[config.mk]
export PLATFORM = sky130hd
export DESIGN_NAME = pulse_generator
export DESIGN_NICKNAME = d
export VERILOG_FILES = /design/src/rtl/pulse_generator.sv
export SDC_FILE = /design/constraint.sdc
export NUM_CORES = 1
export LEC_CHECK = 0
export CAP_MARGIN = 40
export CORE_MARGIN = 2
export CORE_UTILIZATION = 45
export CTS_CLUSTER_DIAMETER = 80
export CTS_CLUSTER_SIZE = 30
export DETAILED_ROUTE_END_ITERATION = 10
export DONT_BUFFER_PORTS = 1
export SLEW_MARGIN = 25
export SYNTH_ARGS = -nofsm -noshare
export SYNTH_HDL_FRONTEND = slang
export SYNTH_SLANG_ARGS = --single-unit
[constraint.sdc]
create_clock -name clk -period 5.16 [get_ports clk]
set_input_delay 0.774 -clock clk [delete_from_list [all_inputs] [get_ports clk]]
set_output_delay 0.774 -clock clk [all_outputs]
set_load 0.005 [all_outputs]
[src/rtl/pulse_generator.sv]
// Turns single-cycle trigger strobes into registered pulses with a programmable
// high time and an enforced minimum low time; overlapping triggers are queued.
module pulse_generator #(
  parameter int CW = 16,
  parameter int PW = 8
) (
  input  logic          clk,
  input  logic          rst,
  input  logic          enable,
  input  logic          trig,
  input  logic [CW-1:0] high_len,
  input  logic [CW-1:0] low_len,
  output logic          dout,
  output logic          busy,
  output logic [PW-1:0] pending,
  output logic          overflow,
  output logic [15:0]   pulse_cnt,
  output logic [1:0]    state_dbg
);

  typedef enum logic [1:0] {
    IDLE = 2'd0,
    HIGH = 2'd1,
    LOW  = 2'd2
  } state_t;

  state_t        state_q, state_d;
  logic [CW-1:0] cnt_q, cnt_d;
  logic [CW-1:0] ll_q, ll_d;
  logic [PW-1:0] pend_q, pend_d;
  logic          ovf_q, ovf_d;
  logic [15:0]   pcnt_q, pcnt_d;
  logic          dout_q, dout_d;
  logic          busy_q, busy_d;

  logic          req;
  logic          start;
  logic [CW-1:0] hl_eff;
  logic [CW-1:0] ll_eff;

  assign req    = trig || (pend_q != '0);
  assign hl_eff = (high_len == '0) ? CW'(1) : high_len;
  assign ll_eff = (low_len < CW'(2)) ? CW'(2) : low_len;

  // cnt_q holds the cycles remaining in the current phase after this one.
  always_comb begin
    state_d = state_q;
    cnt_d   = cnt_q;
    ll_d    = ll_q;
    pend_d  = pend_q;
    ovf_d   = ovf_q;
    pcnt_d  = pcnt_q;
    start   = 1'b0;

    if (!enable) begin
      state_d = IDLE;
      cnt_d   = '0;
      pend_d  = '0;
    end else begin
      case (state_q)
        IDLE: begin
          if (req) start = 1'b1;
        end
        HIGH: begin
          if (cnt_q == '0) begin
            state_d = LOW;
            cnt_d   = ll_q - CW'(1);
          end else begin
            cnt_d = cnt_q - CW'(1);
          end
        end
        LOW: begin
          if (cnt_q == '0) begin
            if (req) start = 1'b1;
            else     state_d = IDLE;
          end else begin
            cnt_d = cnt_q - CW'(1);
          end
        end
        default: begin
          state_d = IDLE;
          cnt_d   = '0;
        end
      endcase

      // A start consumes one request; a trig in the same cycle replaces it.
      if (start) begin
        state_d = HIGH;
        cnt_d   = hl_eff - CW'(1);
        ll_d    = ll_eff;
        pcnt_d  = pcnt_q + 16'd1;
        if (!trig) pend_d = pend_q - PW'(1);
      end else if (trig && (state_q != IDLE)) begin
        if (pend_q == {PW{1'b1}}) ovf_d = 1'b1;
        else                      pend_d = pend_q + PW'(1);
      end
    end

    dout_d = (state_d == HIGH);
    busy_d = (state_d != IDLE);
  end

  always_ff @(posedge clk) begin
    if (rst) begin
      state_q <= IDLE;
      cnt_q   <= '0;
      ll_q    <= '0;
      pend_q  <= '0;
      ovf_q   <= 1'b0;
      pcnt_q  <= '0;
      dout_q  <= 1'b0;
      busy_q  <= 1'b0;
    end else begin
      state_q <= state_d;
      cnt_q   <= cnt_d;
      ll_q    <= ll_d;
      pend_q  <= pend_d;
      ovf_q   <= ovf_d;
      pcnt_q  <= pcnt_d;
      dout_q  <= dout_d;
      busy_q  <= busy_d;
    end
  end

  assign dout      = dout_q;
  assign busy      = busy_q;
  assign pending   = pend_q;
  assign overflow  = ovf_q;
  assign pulse_cnt = pcnt_q;
  assign state_dbg = state_q;

endmodule
==> reports/summary.txt, run 1 <==
Post-Syn Nets: 546
GPL Wtd Cong: 0.889
Top FF cell, synth: dfxtp_1
RSZ-0062 raised after global routing: false
first-pass GRT wire length: 17.2 mm
Detail Placement HPWL: 7.51 mm
nature of the critical path startpoint: flop
CP max FO: 13
I/O pins: 65
clk_lat worst skew: 0.35 ns
Die Y: 98.7 µm
CTS root buffer: clkbuf_8
drt total wl: 10.4 mm
synth cell count leaders: 62 x nor2_1, 61 x dfxtp_1, 53 x nand2_1
Syn Inst Count: 494
reg2reg start: cnt_q[10]
crit path capture type: flop
Vias/cell: 6.03
Hold Path Class: reg -> reg
Num Clock Sinks: 61
hold slack: 0.481 ns
P&R area growth vs syn: 7.26%
cell with the most instances after synthesis: nor2_1
period utilisation layout: 68.5%
DP Worst Slack: 1.56 ns
Max clock buf depth: 2
hold path depth: 2
Hold Buf Count CTS: 0
endpoints failing setup: 0
critical path class: reg -> reg
Synth Register Bits: 61
CTS clk-pin slew, worst paths: 0.08 ns
Starting DRT DRC Count: 242
CTS Buf Count: 9
Critical Path Sink: pending[7]
non-filler cells, final: 600
row count: 34
Hold Violations, Final: 0
# nets final: 539
post-cts resize count: 0
multi-input logic area: 2660 µm²
Post-CTS Repair Setup Buffers: 0
R2R depth: 12
outcome: complete, no violations
sequential cell area: 1220 µm²
Synth cell types: 56
Crit path required time: 5.40 ns
drt wl/cell: 17.3 µm
power density cells: 415 nW/µm²
worst rel slew slack: 51.7%
CTS tree: built
Core ar.: 8720 µm²
syn avg cell area: 8.16 µm²
die area: 9730 µm²
Synth async-reset ratio: 0%
minimum clock period: 3.54 ns
placed cells: 582
fin util: 49.6%
Lkg Pwr: 1.54 nW
Crit path arrival time: 3.78 ns
Synth warnings: 0
total placed instance area: 4080 µm²
Layout Skew: 0.00733 ns
CP Launch Point: cnt_q[10]
FILL cells: 841
initial antenna violation count: 0
share of cells above drive strength 1: 9.35%
mapped cell area: 4030 µm²
die width: 98.7 µm
Reg-to-Reg End: pending[7]
setup_tns: 0 ns
Peak VDD IR: 0.186 mV
Congestion Overflow GR: 0
Worst Tran Pin Value: 0.723 ns
fmax: 0.283 GHz
DRC viols: 0
Final WS setup: 1.62 ns
total track usage: 21.8%
Post-synth EDFFs: 0
Initial Utilization: 46.2%
post-synth top area cell: dfxtp_1
Ant. Diodes: 0
top cells by area, synth: dfxtp_1 30%, xnor2_1 7.0%, nor2_1 5.8%
Antenna Nets Post-Route: 0
Final Power: 1.80 mW
max-cap violations: 0
# port buffers: 0
Synth top area share: 30.3%
Finished Cell Area: 4330 µm²
largest net degree at the start of global routing: 38
sequential fraction of the synthesis area: 30.3%
flop2flop setup slack: 1.62 ns
max-slew violation count: 0
H-tree depth: 3
drt first pass iters: 6
vias: 3620
vias in the first global route: 3522
-- how the worst min path moves through the flow --
| stage | startpoint | end |
|---|---|---|
| 2_1_floorplan | ll_q[15] | ll_q[15] |
| 3_3_place_gp | ll_q[15] | ll_q[15] |
| 3_5_place_dp | ll_q[15] | ll_q[15] |
| 4_1_cts | rst | pulse_cnt[6] |
| 5_1_grt | rst | pulse_cnt[10] |
| 6_report | ll_q[15] | ll_q[15] |
-- cell usage in the layout (no fill, tap or decap), drive strengths merged, types with 3 or more instances in the layout --
master	n
ha	15
o21ai	7
nor4	26
o31ai	3
nand2	53
a31oi	4
nor3	20
o22a	4
or4	3
xor2	26
and4	3
nor2	62
nor3b	5
o22ai	16
a21oi	35
and3	3
clkbuf	10
nand4	11
nand3b	4
nand3	21
dfxtp	61
xnor2	32
mux2i	5
buf	5
nor4b	4
a21o	5
inv	12
a221oi	8
o211ai	3
-- kinds of logic after synthesis --
family / after synthesis / share of synthesized area [%]
adders and majority gates: 16 / 5.15
muxes: 6 / 1.52
DFF: 61 / 30.3
buffers and inverters: 35 / 3.85
and+or+nand+nor: 223 / 30.3
AOI/OAI and AO/OA: 95 / 16.4
xor gates and xnor gates: 58 / 12.6
-- sequential cells by signal (all words and copies together), names as in the netlist --
name,count
cnt_q,16
ll_q,16
pulse_cnt,16
pending,8
state_dbg,2
busy,1
dout,1
overflow,1
-- per-layer routing --
layer	track usage, %	routed length (µm)	part of all wire, %
met2	33.4	4550	44
met1	30.9	5020	48
met5	0	0	0
met3	4.89	687	6.6
met4	6.32	116	1.1
-- power breakdown --
group	internal, mW	total [mW]	leakage [nW]	switching (mW)
clock network	0.273	0.486	0.106	0.212
registers	0.520	0.590	0.497	0.0709
logic	0.290	0.721	0.937	0.431
total	1.08	1.80	1.54	0.714
-- area by class of cell --
class                      instances  share of cell area (%)
multi-input combinational        398                    61.4
tap                              108                    3.12
timing repair buffer               6                    1.16
sequential                        61                    28.2
clock inverter                     7                    2.26
inverter                          11                   0.955
clock buffer                       9                    2.86
-- worst max-delay path: stages, from the launching register on --
cell and delay, ns:
dfxtp_1 0.35, nor4_2 0.61, and4_1 0.44, a21oi_2 0.10, nor2_1 0.11, buf_4 0.22
ha_1 0.30, and3_1 0.19, a22o_1 0.25, o41a_1 0.34, nor4_1 0.24, o21ai_0 0.13
nor3b_1 0.14
Note: power is estimated with default switching activity, not from simulation.
==> inputs of run 2 (changes only) <==
==> constraint.sdc (replaced) <==
create_clock -name clk -period 3 [get_ports clk]
set_input_delay 0.45 -clock clk [delete_from_list [all_inputs] [get_ports clk]]
set_output_delay 0.45 -clock clk [all_outputs]
set_load 0.005 [all_outputs]
==> run 2 against run 1 <==
  * Clock power is 90% higher
  * Worst hold slack worse by 0.32 ns
  * Core utilization rose by 4.8 points
  * Setup slack worse by 1.5 ns
  * Via count is 3.3% higher
  * Largest power group unchanged
  * Cell area is 9.6% higher
  * Highest routed layer unchanged
  * Critical endpoint unchanged
==> reports/summary.txt, run 2 (synthesis results as in run 1) <==
critical path class: reg -> reg
CTS Buf Count: 9 (unchanged)
vias in the first global route: 3650 (+3.6%)
CP Launch Point: cnt_q[11]
non-filler cells, final: 637 (+6.2%)
RSZ-0062 raised after global routing: true
drt total wl: 10.6 mm (+2.2%)
max-cap violations: 0 (unchanged)
first-pass GRT wire length: 17.6 mm (+2.1%)
Peak VDD IR: 0.424 mV (+130%)
commonest non-fill, non-tap cell in the layout: nor2_1
Slowest-stage cell, CP: dfxtp_2
Crit path required time: 3.19 ns (-2.21 ns)
Max clock buf depth: 2 (unchanged)
reg2reg start: cnt_q[11]
Hold Path Class: in -> reg
Post-CTS Repair Setup Buffers: 0 (unchanged)
total track usage: 22.1% (+0.27 points)
Lkg Pwr: 1.75 nW (+14%)
Reg-to-Reg End: pending[7]
DRC viols: 0 (unchanged)
GPL Wtd Cong: 0.898 (+0.98%)
CP max stage delay: 0.33 ns (-0.28 ns)
H-tree depth: 3 (unchanged)
Hold Violations, Final: 0 (unchanged)
fmax: 0.343 GHz (+21%)
endpoints failing setup: 0 (unchanged)
worst rel slew slack: 45.1% (-6.6 points)
drt first pass iters: 5 (-1)
Congestion Overflow GR: 0 (unchanged)
row count: 34 (unchanged)
initial antenna violation count: 0 (unchanged)
R2R depth: 12 (unchanged)
Layout Skew: 0.00755 ns (+0.000215 ns)
worst path cell trace: nor4_2 -> buf_4 -> and4_4 -> a21oi_4 -> nor2_4 -> ha_4 -> a21o_1 -> a22o_1 -> o41a_1 -> nor4_2 -> o21ai_1 -> nor3b_1
die area: 9730 µm² (unchanged)
Detail Placement HPWL: 7.82 mm (+4.2%)
Critical Path Sink: pending[7]
Hold Buf Count CTS: 0 (unchanged)
crit path capture type: flop
Vias/cell: 5.87 (-2.7%)
drt wl/cell: 16.7 µm (-3.7%)
Die Y: 98.7 µm (unchanged)
CTS tree: built
# nets final: 576 (+6.9%)
Num Clock Sinks: 61 (unchanged)
CTS root buffer: clkbuf_8
CP dominant cell by count: nor4_2
I/O pins: 65 (unchanged)
placed cells: 621 (+6.7%)
commonest non-fill, non-tap cells in the layout: 61 x nor2_1, 58 x dfxtp_1, 53 x nand2_1
largest net degree at the start of global routing: 38 (unchanged)
Initial Utilization: 46.2% (unchanged)
Worst Tran Pin Value: 0.824 ns (+0.101 ns)
Antenna Nets Post-Route: 0 (unchanged)
max-slew violation count: 0 (unchanged)
period utilisation layout: 97.3% (+29 points)
minimum clock period: 2.92 ns (-0.617 ns)
Final Power: 3.38 mW (+88%)
CTS clk-pin slew, worst paths: 0.07 ns (about the same)
P&R area growth vs syn: 17.6%
Ant. Diodes: 0 (unchanged)
power density cells: 714 nW/µm² (+72%)
# port buffers: 0 (unchanged)
outcome: complete, no violations
flop2flop setup slack: 0.08 ns (-1.54 ns)
nature of the critical path startpoint: flop
Core ar.: 8720 µm² (unchanged)
Crit path arrival time: 3.11 ns (-0.67 ns)
vias: 3740 (+3.3%)
CP max FO: 6 (-7)
clk_lat worst skew: 0.34 ns (about the same)
Starting DRT DRC Count: 279 (+15%)
share of cells above drive strength 1: 18.3% (+9.0 points)
FILL cells: 803 (-4.5%)
die width: 98.7 µm (unchanged)
==> run 2: cell types whose count changed in the layout (fill, tap and decap cells not counted), moves of 2 or more <==
cell	before	now
inv_1	11	9
ha_1	15	10
ha_4	0	5
buf_4	4	43
inv_2	0	2
dfxtp_1	61	58
dfxtp_2	0	3
nor4_1	14	12
==> run 2: repair_timing <==
| item | CTS | global route |
|---|---|---|
| pin swaps | 1 | 0 |
| setup endpoints to repair | 1 | 1 |
| resized for setup | 1 | 10 |
==> run 2: per-stage QoR <==
stage	worst slack, ns	cell area (µm²)	util (%)	hold slack, ns	TNS, ns
after floorplan	-0.0198	4110	-	0.449	-0.0198
after global placement	0.0207	4450	51.0	0.457	0
after detailed placement	-0.0568	4450	51.0	0.461	-0.0794
after CTS	0.00647	4700	53.9	0.148	0
after global routing	-0.0910	4740	54.4	0.150	-0.0910
final	0.0812	4740	54.4	0.163	0
==> run 2: worst min path at each step <==
stage / from / endpoint / slack [ns] / cells after the start
2_1_floorplan: ll_q[15] / ll_q[15] / 0.45 / 2
3_3_place_gp: ll_q[15] / ll_q[15] / 0.46 / 2
3_5_place_dp: ll_q[15] / ll_q[15] / 0.46 / 2
4_1_cts: rst / pulse_cnt[1] / 0.15 / 1
5_1_grt: rst / pulse_cnt[0] / 0.15 / 1
6_report: rst / pulse_cnt[1] / 0.16 / 1
==> run 2: power breakdown <==
group	total [mW]	leakage [nW]	internal [mW]	switching [mW]
logic	1.47	1.14	0.654	0.812
registers	0.992	0.498	0.895	0.0967
clock network	0.925	0.120	0.578	0.347
total	3.38	1.75	2.13	1.26
==> run 2: routing by layer <==
metal / part of all wire [%] / wire [µm] / global-route usage [%] / vias up
met5: 0 / 0 / 0 / -
met4: 0.84 / 89 / 5.90 / 0
met3: 6.5 / 694 / 4.82 / 7
met2: 45 / 4740 / 34.0 / 136
met1: 48 / 5090 / 31.5 / 1732
li1: - / - / - / 1865
==> run 2: area by class of cell <==
class	instances	area, µm²	share of cell area, %
multi-input cells	398	2770	58.4
flip-flops and latches	61	1220	25.8
repair buffers	43	323	6.81
clock buffers	11	141	2.98
well taps	108	135	2.85
clock inverters	5	106	2.24
inverters	11	41.3	0.871
==> run 2: worst max-delay path: cells and delay by family (launching register included) <==
| kind | cells | cell delay [ns] |
|---|---|---|
| AOI/OAI and AO/OA | 5 | 0.93 |
| buffers and inverters | 1 | 0.17 |
| DFF | 1 | 0.33 |
| and+or+nand+nor | 5 | 1.09 |
| adders and majority gates | 1 | 0.26 |
